File: config.mk
export PLATFORM = sky130hd
export DESIGN_NAME = load_store_unit
export DESIGN_NICKNAME = d
export VERILOG_FILES = /design/src/rtl/load_store_unit.sv
export SDC_FILE = /design/constraint.sdc
export NUM_CORES = 1
export LEC_CHECK = 0
export ABC_AREA = 1
export BUFFER_PORTS_ARGS = -buffer_cell sky130_fd_sc_hd__buf_2
export CORE_MARGIN = 1.5
export CORE_UTILIZATION = 40
export CTS_CLUSTER_DIAMETER = 100
export CTS_CLUSTER_SIZE = 16
export DETAILED_ROUTE_END_ITERATION = 10
export PLACE_DENSITY = 0.67
export SLEW_MARGIN = 40
export SYNTH_ARGS = -nofsm -noshare
export SYNTH_HDL_FRONTEND = slang
export SYNTH_SLANG_ARGS = --single-unit
export TNS_END_PERCENT = 1
File: constraint.sdc
create_clock -name d_clk -period 3.7 [get_ports d_clk]
set_clock_uncertainty 0.2 [all_clocks]
set_input_delay 0.74 -clock d_clk [delete_from_list [all_inputs] [get_ports d_clk]]
set_output_delay 0.74 -clock d_clk [all_outputs]
set_load 0.05 [all_outputs]
File: src/rtl/load_store_unit.sv
// load_store_unit: turns RV32I byte-addressed loads/stores into word accesses
// on a single-port, word-addressed data memory with no byte enables.
// Sub-word stores are a read-modify-write. Misaligned or illegal requests
// are answered with rsp_err and never reach the memory.
//
// Handshake: a request is taken on a rising edge where req_valid & req_ready.
// req_ready is high only in IDLE. The response is a single-cycle rsp_valid
// pulse with no backpressure. rsp_rdata/rsp_err hold until the next response.
module load_store_unit #(
    parameter int ADDR_W   = 10,
    parameter int DATA_LEN = 32
) (
    input  logic                d_clk,
    input  logic                d_rst,
    input  logic                req_valid,
    output logic                req_ready,
    input  logic                req_we,
    input  logic [2:0]          req_funct3,
    input  logic [31:0]         req_addr,
    input  logic [DATA_LEN-1:0] req_wdata,
    output logic                rsp_valid,
    output logic [DATA_LEN-1:0] rsp_rdata,
    output logic                rsp_err,
    output logic [ADDR_W-1:0]   mem_addr,
    output logic [DATA_LEN-1:0] mem_w_data,
    output logic                mem_rw_en,
    output logic                mem_cs,
    input  logic [DATA_LEN-1:0] mem_r_data,
    output logic [2:0]          dbg_state
);

    typedef enum logic [2:0] {
        S_IDLE    = 3'd0,
        S_RD      = 3'd1,
        S_RD_DATA = 3'd2,
        S_RMW_RD  = 3'd3,
        S_MERGE   = 3'd4,
        S_WR      = 3'd5,
        S_ERR     = 3'd6
    } state_t;

    state_t              state_q, state_d;
    logic [2:0]          funct3_q, funct3_d;
    logic [1:0]          off_q, off_d;
    logic [DATA_LEN-1:0] wdata_q, wdata_d;
    logic [ADDR_W-1:0]   mem_addr_q, mem_addr_d;
    logic [DATA_LEN-1:0] mem_w_data_q, mem_w_data_d;
    logic                mem_cs_q, mem_cs_d;
    logic                mem_rw_en_q, mem_rw_en_d;
    logic                rsp_valid_q, rsp_valid_d;
    logic [DATA_LEN-1:0] rsp_rdata_q, rsp_rdata_d;
    logic                rsp_err_q, rsp_err_d;

    // Address bits above the memory's word range are deliberately ignored.
    logic unused_addr_hi;
    assign unused_addr_hi = ^req_addr[31:ADDR_W+2];

    // Misaligned halves/words and unknown funct3 encodings are rejected.
    function automatic logic is_bad(input logic we, input logic [2:0] f3,
                                    input logic [1:0] a);
        logic bad;
        bad = 1'b0;
        case (f3)
            3'b000, 3'b100: bad = we && (f3 == 3'b100);
            3'b001, 3'b101: bad = a[0] || (we && (f3 == 3'b101));
            3'b010:         bad = (a != 2'b00);
            default:        bad = 1'b1;
        endcase
        return bad;
    endfunction

    // Picks the addressed lane out of a memory word and extends it.
    function automatic logic [31:0] load_extract(input logic [31:0] w,
                                                 input logic [2:0] f3,
                                                 input logic [1:0] a);
        logic [7:0]  b;
        logic [15:0] h;
        logic [31:0] r;
        case (a)
            2'd0:    b = w[7:0];
            2'd1:    b = w[15:8];
            2'd2:    b = w[23:16];
            default: b = w[31:24];
        endcase
        h = a[1] ? w[31:16] : w[15:0];
        case (f3)
            3'b000:  r = {{24{b[7]}}, b};
            3'b100:  r = {24'd0, b};
            3'b001:  r = {{16{h[15]}}, h};
            3'b101:  r = {16'd0, h};
            default: r = w;
        endcase
        return r;
    endfunction

    // Overwrites the addressed byte/half of the old word with store data.
    function automatic logic [31:0] store_merge(input logic [31:0] w,
                                                input logic [31:0] d,
                                                input logic [2:0] f3,
                                                input logic [1:0] a);
        logic [31:0] r;
        r = w;
        if (f3 == 3'b000) begin
            case (a)
                2'd0:    r[7:0]   = d[7:0];
                2'd1:    r[15:8]  = d[7:0];
                2'd2:    r[23:16] = d[7:0];
                default: r[31:24] = d[7:0];
            endcase
        end else if (a[1]) begin
            r[31:16] = d[15:0];
        end else begin
            r[15:0] = d[15:0];
        end
        return r;
    endfunction

    // Next-state and next-output logic; memory and response outputs are
    // computed one state ahead so they come straight from flops.
    always_comb begin
        state_d      = state_q;
        funct3_d     = funct3_q;
        off_d        = off_q;
        wdata_d      = wdata_q;
        mem_addr_d   = mem_addr_q;
        mem_w_data_d = mem_w_data_q;
        mem_cs_d     = 1'b0;
        mem_rw_en_d  = 1'b0;
        rsp_valid_d  = 1'b0;
        rsp_rdata_d  = rsp_rdata_q;
        rsp_err_d    = rsp_err_q;
        case (state_q)
            S_IDLE: begin
                if (req_valid) begin
                    funct3_d   = req_funct3;
                    off_d      = req_addr[1:0];
                    wdata_d    = req_wdata;
                    mem_addr_d = req_addr[ADDR_W+1:2];
                    if (is_bad(req_we, req_funct3, req_addr[1:0])) begin
                        state_d = S_ERR;
                    end else if (!req_we) begin
                        state_d  = S_RD;
                        mem_cs_d = 1'b1;
                    end else if (req_funct3 == 3'b010) begin
                        state_d      = S_WR;
                        mem_cs_d     = 1'b1;
                        mem_rw_en_d  = 1'b1;
                        mem_w_data_d = req_wdata;
                    end else begin
                        state_d  = S_RMW_RD;
                        mem_cs_d = 1'b1;
                    end
                end
            end
            S_RD:      state_d = S_RD_DATA;
            S_RD_DATA: begin
                state_d     = S_IDLE;
                rsp_valid_d = 1'b1;
                rsp_err_d   = 1'b0;
                rsp_rdata_d = load_extract(mem_r_data, funct3_q, off_q);
            end
            S_RMW_RD:  state_d = S_MERGE;
            S_MERGE: begin
                state_d      = S_WR;
                mem_cs_d     = 1'b1;
                mem_rw_en_d  = 1'b1;
                mem_w_data_d = store_merge(mem_r_data, wdata_q, funct3_q, off_q);
            end
            S_WR: begin
                state_d     = S_IDLE;
                rsp_valid_d = 1'b1;
                rsp_err_d   = 1'b0;
                rsp_rdata_d = '0;
            end
            S_ERR: begin
                state_d     = S_IDLE;
                rsp_valid_d = 1'b1;
                rsp_err_d   = 1'b1;
                rsp_rdata_d = '0;
            end
            default:   state_d = S_IDLE;
        endcase
    end

    // All state, with asynchronous reset that aborts any access in flight.
    always_ff @(posedge d_clk or posedge d_rst) begin
        if (d_rst) begin
            state_q      <= S_IDLE;
            funct3_q     <= '0;
            off_q        <= '0;
            wdata_q      <= '0;
            mem_addr_q   <= '0;
            mem_w_data_q <= '0;
            mem_cs_q     <= 1'b0;
            mem_rw_en_q  <= 1'b0;
            rsp_valid_q  <= 1'b0;
            rsp_rdata_q  <= '0;
            rsp_err_q    <= 1'b0;
        end else begin
            state_q      <= state_d;
            funct3_q     <= funct3_d;
            off_q        <= off_d;
            wdata_q      <= wdata_d;
            mem_addr_q   <= mem_addr_d;
            mem_w_data_q <= mem_w_data_d;
            mem_cs_q     <= mem_cs_d;
            mem_rw_en_q  <= mem_rw_en_d;
            rsp_valid_q  <= rsp_valid_d;
            rsp_rdata_q  <= rsp_rdata_d;
            rsp_err_q    <= rsp_err_d;
        end
    end

    assign req_ready  = (state_q == S_IDLE);
    assign rsp_valid  = rsp_valid_q;
    assign rsp_rdata  = rsp_rdata_q;
    assign rsp_err    = rsp_err_q;
    assign mem_addr   = mem_addr_q;
    assign mem_w_data = mem_w_data_q;
    assign mem_rw_en  = mem_rw_en_q;
    assign mem_cs     = mem_cs_q;
    assign dbg_state  = state_q;

endmodule

==> results of run 1 <==
-- flip-flops by register name (all words and copies together), names as in the netlist --
name	flops
mem_addr	10
dbg_state	3
wdata_q	16
off_q	2
mem_cs	1
rsp_err	1
rsp_rdata	32
mem_w_data	32
rsp_valid	1
mem_rw_en	1
funct3_q	3
-- kinds of logic (layout without fill, tap and decap cells) --
logic type	after synthesis	in the layout	synth area share
other	0	1	0
buffers and inverters	121	254	0.08820
AOI/OAI and AO/OA	98	98	0.08365
and+or+nand+nor	651	651	0.4248
DFF	102	102	0.4034
-- path summary, 6_finish.rpt --
check	from	endpoint	slack [ns]	depth (start not counted)
max	off_q[1]	mem_w_data[0]	1.19	8
min	d_rst	rsp_rdata[21]	0.21	2
max reg2reg	off_q[1]	mem_w_data[0]	1.19	8
min reg2reg	mem_w_data[20]	mem_w_data[20]	0.27	2
max in group asynchronous	d_rst	funct3_q[2]	2.37	3
min in group d_clk	mem_w_data[20]	mem_w_data[20]	0.27	2
-- power groups by stage --
stage,Sequential [W],Clock [W],Combinational (W)
detailed placement,0.00200,0,0.00489
finish,0.00199,0.00103,0.00491
global route,0.00205,0.00109,0.00538
CTS,0.00199,0.00104,0.00490
floorplan,0.00325,0,0.00258
global placement,0.00199,0,0.00484
-- per-layer routing --
| metal | GRT usage | vias to the layer above | routed length (µm) |
|---|---|---|---|
| li1 | - | 3312 | - |
| met3 | 0.06237 | 58 | 1609 |
| met4 | 0.1210 | 2 | 888 |
| met2 | 0.3844 | 289 | 9103 |
| met5 | 0 | - | 10 |
| met1 | 0.3428 | 3045 | 9125 |
-- worst register-to-register path: stages (launching register included) --
cell and delay, ns:
dfrtp_1 0.79, inv_2 0.37, nand2_1 0.50, nand2_1 0.11
nand3_1 0.11, nand2_1 0.10, nand2_1 0.08, nand3_1 0.10
nand2_1 0.10
-- placed cells by master, fill, tap and decap left out, types with 2 or more instances in the layout --
cell	n
bufinv_16	2
clkbuf_16	9
nor2_4	2
nor2_1	4
nand2_1	512
o21ai_0	35
o211ai_1	12
inv_1	57
buf_2	164
a21oi_1	45
clkinvlp_4	3
nand3_4	2
a31oi_1	5
nand2_2	3
inv_2	7
nor2_2	2
nand3_1	122
dfrtp_1	102
buf_4	9
-- cell type report --
| cell class | instances | area (µm²) | share of cell area |
|---|---|---|---|
| Tap cell | 211 | 264.0 | 0.03517 |
| Clock inverter | 6 | 87.58 | 0.01167 |
| Sequential cell | 102 | 2552 | 0.3401 |
| Timing Repair Buffer | 174 | 908.4 | 0.1210 |
| Antenna cell | 1 | 2.502 | 0.0003334 |
| Inverter | 65 | 246.5 | 0.03284 |
| Multi-Input combinational cell | 749 | 3219 | 0.4289 |
| Clock buffer | 9 | 225.2 | 0.03000 |
-- stage by stage --
| stage | util | hold slack (ns) | setup WS (ns) | instances |
|---|---|---|---|---|
| 6_report | 0.4901 | 0.2138 | 1.191 | 1317 |
| 2_1_floorplan | - | 0.2637 | 0.08452 | 972 |
| 5_1_grt | 0.4900 | 0.2655 | 0.9417 | 1316 |
| 4_1_cts | 0.4898 | 0.2348 | 1.153 | 1316 |
| 3_5_place_dp | 0.4694 | 0.2529 | 1.172 | 1301 |
| 3_3_place_gp | 0.4694 | 0.2531 | 1.231 | 1301 |
==> impl_results.md, run 1 <==
* Via Count at 6706
* Netlist cell types at 24
* Die Wd at 128.8 µm
* Setup CP Type: reg2reg
* Die Y at 128.8 µm
* Sequential fraction of the synthesis area at 0.4034
* Critical Path AT at 2.61 ns
* Hold crit path type: in2async
* Switching Share at 0.5729
* Fin crit period at 2.509 ns
* Worst Tran Pin Value at 0.6964 ns
* Largest net degree at the start of global routing at 64
* Layout Nets at 1204
* Clk network pwr share at 0.129
* Final instance area at 0.007506 mm²
* Clock Latency Late Sink at 0.36 ns
* Register share of total power at 0.251
* Critical path fanouts, max at 23
* RSZ-0062 raised after global routing: false
* Final Hold Vio Count at 0
* Ys flop type: dfrtp_1
* Leak at 4.364 nW
* Placer Congestion at 0.9573
* Syn Std Cell Area at 0.006327 mm²
* F_max at 398.5 MHz
* DP Wirelength at 15.32 mm
* CP dominant cell by count: nand2_1
* Area Overhead vs Synth at 18.63%
* Most common cell in the synthesized netlist: nand2_1
* Worst path slowest cell: dfrtp_1
* Top cells by count, synth: 512 x nand2_1, 122 x nand3_1, 102 x dfrtp_1
* Post-synthesis register bit count at 102
* Mapped Nets at 1075
* Drt wl/cell at 15.75 µm
* Cts repair resizes at 0
* Async S/R FF share, synth at 1.000
* Port bufs at 164
* CTS tree: done
* Routed Antenna Nets at 0
* Layout cells sized above 1 at 0.1891
* Tot Pwr at 0.007929 W
* Ports at 185
* Total grt overflow at 0
* Post-DP Area at 0.007188 mm²
* Final Setup Violations at 0
* Top cell type by total area after synthesis: dfrtp_1
* CP peak stage delay at 0.79 ns
* Final setup TNS at 0 ns
* Clock slew at reported path FFs at 0.07 ns
* Initial Utilization at 0.4132
* Final worst-path cycle share at 0.6782
* Syn Inst Count at 972
* Num CTS Buffers at 9
* Post-synth EDFFs at 0
* Delay-heaviest family, CP: simple AND/OR/NAND/NOR gates
* Synth area leaders: dfrtp_1 40%, nand2_1 30%, nand3_1 9.6%
* Max_cap viols at 0
* Worst vdd ir at 0.4832 mV
* Post-synth top area share at 0.4034
* Row cnt at 45
* 1st-pass router iterations at 7
* Worst-path cell chain: inv_2, nand2_1, nand2_1, nand3_1, nand2_1, nand2_1, nand3_1, nand2_1
* Outcome: finished, final reports clean
* H-tree depth at 3
* Post-CTS Setup Bufs at 0
* Initial DRC Count at 611
* Initial antenna violation count at 1
* WP buf/inv at 1
* Pint at 0.003387 W
* Root Driver: clkbuf_16
* CTS Hold Bufs at 0
* Psw at 0.004543 W
* WP data required at 3.80 ns
* Syn avg cell area at 6.510 µm²
* Core area at 0.01531 mm²
* Fin. max-slew vios at 0
* Power Density at 1056 mW/mm²
* GRT Total Usage at 0.2543
* Total Die Area at 0.01658 mm²
* Clock buffer depth at 2
* # fillers at 1662
* Relative slew slack at 0.5357
* Vias in the first global route at 6116
* Critical path endpoint category: register
* Synth Warn # at 0
* DR vias/cell at 5.092
* Sinks on Clock Net at 102
* Startpoint Class: register
* Total Wirelength at 20.74 mm
* First-pass GRT wire length at 32.32 mm
* DRC at 0
* Gate power share at 0.620
No activity file was read; power rests on OpenSTA's default activity.
==> inputs of run 2 (changes only) <==
Settings changed: ABC_AREA 1 to 0, PLACE_DENSITY 0.67 to 0.69.
Clock period 3.7 ns to 2 ns, I/O delays scaled along.
==> impl_results.md, run 2 <==
* Fin. max-slew vios at 0
* Leak at 3.173 nW
* Max_cap viols at 0
* Ports at 185
* Root Driver: clkbuf_16
* Async S/R FF share, synth at 1.000
* Most common cell after layout, fill and taps aside: buf_2
* Die Y at 116.9 µm
* Port bufs at 164
* Synth Warn # at 0
* CTS tree: done
* 1st-pass router iterations at 4
* Worst Tran Pin Value at 0.5584 ns
* Final worst-path cycle share at 0.9952
* Relative slew slack at 0.6277
* Post-synth top area share at 0.4922
* Clock buffer depth at 2
* Final Hold Vio Count at 5
* Tot Pwr at 0.01327 W
* Vias in the first global route at 4444
* Num CTS Buffers at 9
* F_max at 502.4 MHz
* Syn Inst Count at 443
* Total Wirelength at 16.27 mm
* Critical path endpoint category: register
* DRC at 0
* Placer Congestion at 0.8859
* Critical path fanouts, max at 16
* Core Util, Final at 0.5451
* Routed Antenna Nets at 0
* Outcome: finished, violations left
* Power Density at 1928 mW/mm²
* RSZ-0062 raised after global routing: true
* Total Die Area at 0.01366 mm²
* R2R setup slack at 0.01 ns
* Post-DP Area at 0.006521 mm²
* Sequential fraction of the synthesis area at 0.4922
* Sinks on Clock Net at 102
* Fin crit period at 1.990 ns
* Final Setup Violations at 0
* Clock slew at reported path FFs at 0.07 ns
* Final instance area at 0.006879 mm²
* Post-synthesis register bit count at 102
* Top cells by count, synth: 102 x dfrtp_1, 33 x o21ai_0, 29 x mux2_2
* Ys flop type: dfrtp_1
* Worst vdd ir at 0.8868 mV
* Commonest non-fill, non-tap cells in the layout: 163 x buf_2, 99 x dfrtp_1, 43 x buf_4
* Hold crit path type: in2async
* Final setup TNS at 0 ns
* Min Hold Slack at -0.01202 ns
* Synth area leaders: dfrtp_1 49%, mux2_2 6.3%, mux2i_1 4.4%
* Initial antenna violation count at 0
* Syn Std Cell Area at 0.005186 mm²
* Initial Utilization at 0.4110
* Clock Latency Late Sink at 0.35 ns
* Layout Nets at 738
* Reg-to-Reg Start: off_q[0]
* # fillers at 1143
* Via Count at 4653
* Critical Path AT at 2.03 ns
* Setup CP Type: reg2reg
* Netlist cell types at 54
* H-tree depth at 3
* Core area at 0.01262 mm²
* Failing checks: hold timing
* Startpoint Class: register
* Layout cells sized above 1 at 0.4703
* Area Overhead vs Synth at 32.64%
* Initial DRC Count at 294
* FF-to-FF End: rsp_rdata[26]
* WP data required at 2.03 ns
* Post-synth EDFFs at 0
* CTS Hold Bufs at 0
* DP Wirelength at 11.94 mm
* DR vias/cell at 5.723
* Row cnt at 41
* Largest net degree at the start of global routing at 103
* Die Wd at 116.9 µm
* Most common cell in the synthesized netlist: dfrtp_1
* Total grt overflow at 0
* Syn avg cell area at 11.71 µm²
* Reg2Reg Depth at 5
* Top cell type by total area after synthesis: dfrtp_1
* Mapped Nets at 546
* First-pass GRT wire length at 24.47 mm
* Drt wl/cell at 20.01 µm
* GRT Total Usage at 0.2379
==> run 2: where the power goes <==
group          internal, W  total (W)  leakage, nW  switching [W]
clock network     0.000879    0.00166        0.135       0.000780
registers          0.00298    0.00368         1.25       0.000697
logic              0.00287    0.00793         1.79        0.00506
==> run 2: critical path, cell delays in order (launching register included) <==
cell	delay [ns]
dfrtp_1	0.40
mux4_2	0.54
a22oi_2	0.25
nor4b_4	0.08
buf_12	0.15
a221o_1	0.26
==> run 2: cell families after synthesis <==
kind of cell,Yosys count,share of synthesized area
AO/OA/AOI/OAI,154,0.2253
flip-flops,102,0.4922
AND/OR/NAND/NOR,85,0.09747
multiplexers,60,0.1435
buffers and inverters,42,0.04149
==> run 2: cell type report <==
class / count / area [µm²] / share of cell area
inverter: 6 / 26.28 / 0.003820
sequential: 102 / 2556 / 0.3716
clock buffer: 11 / 242.7 / 0.03529
antenna: 1 / 2.502 / 0.0003638
multi-input combinational: 299 / 2451 / 0.3563
clock inverter: 5 / 35.03 / 0.005093
timing repair buffer: 217 / 1350 / 0.1963
tap: 172 / 215.2 / 0.03128
==> run 2: worst max path at each step <==
stage | start | endpoint | slack, ns | depth (start not counted)
3_5_place_dp | mem_r_data[15] | rsp_rdata[25] | -0.11 | 5
3_3_place_gp | mem_r_data[15] | rsp_rdata[28] | -0.11 | 5
5_1_grt | off_q[0] | rsp_rdata[18] | -0.05 | 5
4_1_cts | off_q[0] | rsp_rdata[18] | -0.002 | 5
6_report | off_q[0] | rsp_rdata[26] | 0.01 | 5
2_1_floorplan | dbg_state[0] | req_ready | -0.54 | 2
==> run 2: what timing repair did <==
item	in CTS	in global routing
pin swaps	2	3
endpoints found under the setup margin	20	48
buffers inserted	1	3
resized for setup	3	7
==> run 2: stage by stage <==
| step | hold slack [ns] | setup WS, ns | std cells |
|---|---|---|---|
| 6_report | -0.01202 | 0.009538 | 813 |
| 2_1_floorplan | 0.2996 | -0.5424 | 443 |
| 4_1_cts | 0.03079 | -0.002051 | 809 |
| 3_3_place_gp | 0.2738 | -0.1129 | 792 |
| 5_1_grt | 0.05012 | -0.05468 | 812 |
| 3_5_place_dp | 0.2723 | -0.1108 | 792 |
==> run 2: metal layers <==
metal	GRT usage	wire length, µm	up-vias
li1	-	-	2130
met1	0.3247	7199	2311
met2	0.3825	7840	187
met3	0.03811	933	25
met4	0.09317	294	0
met5	0	0	-
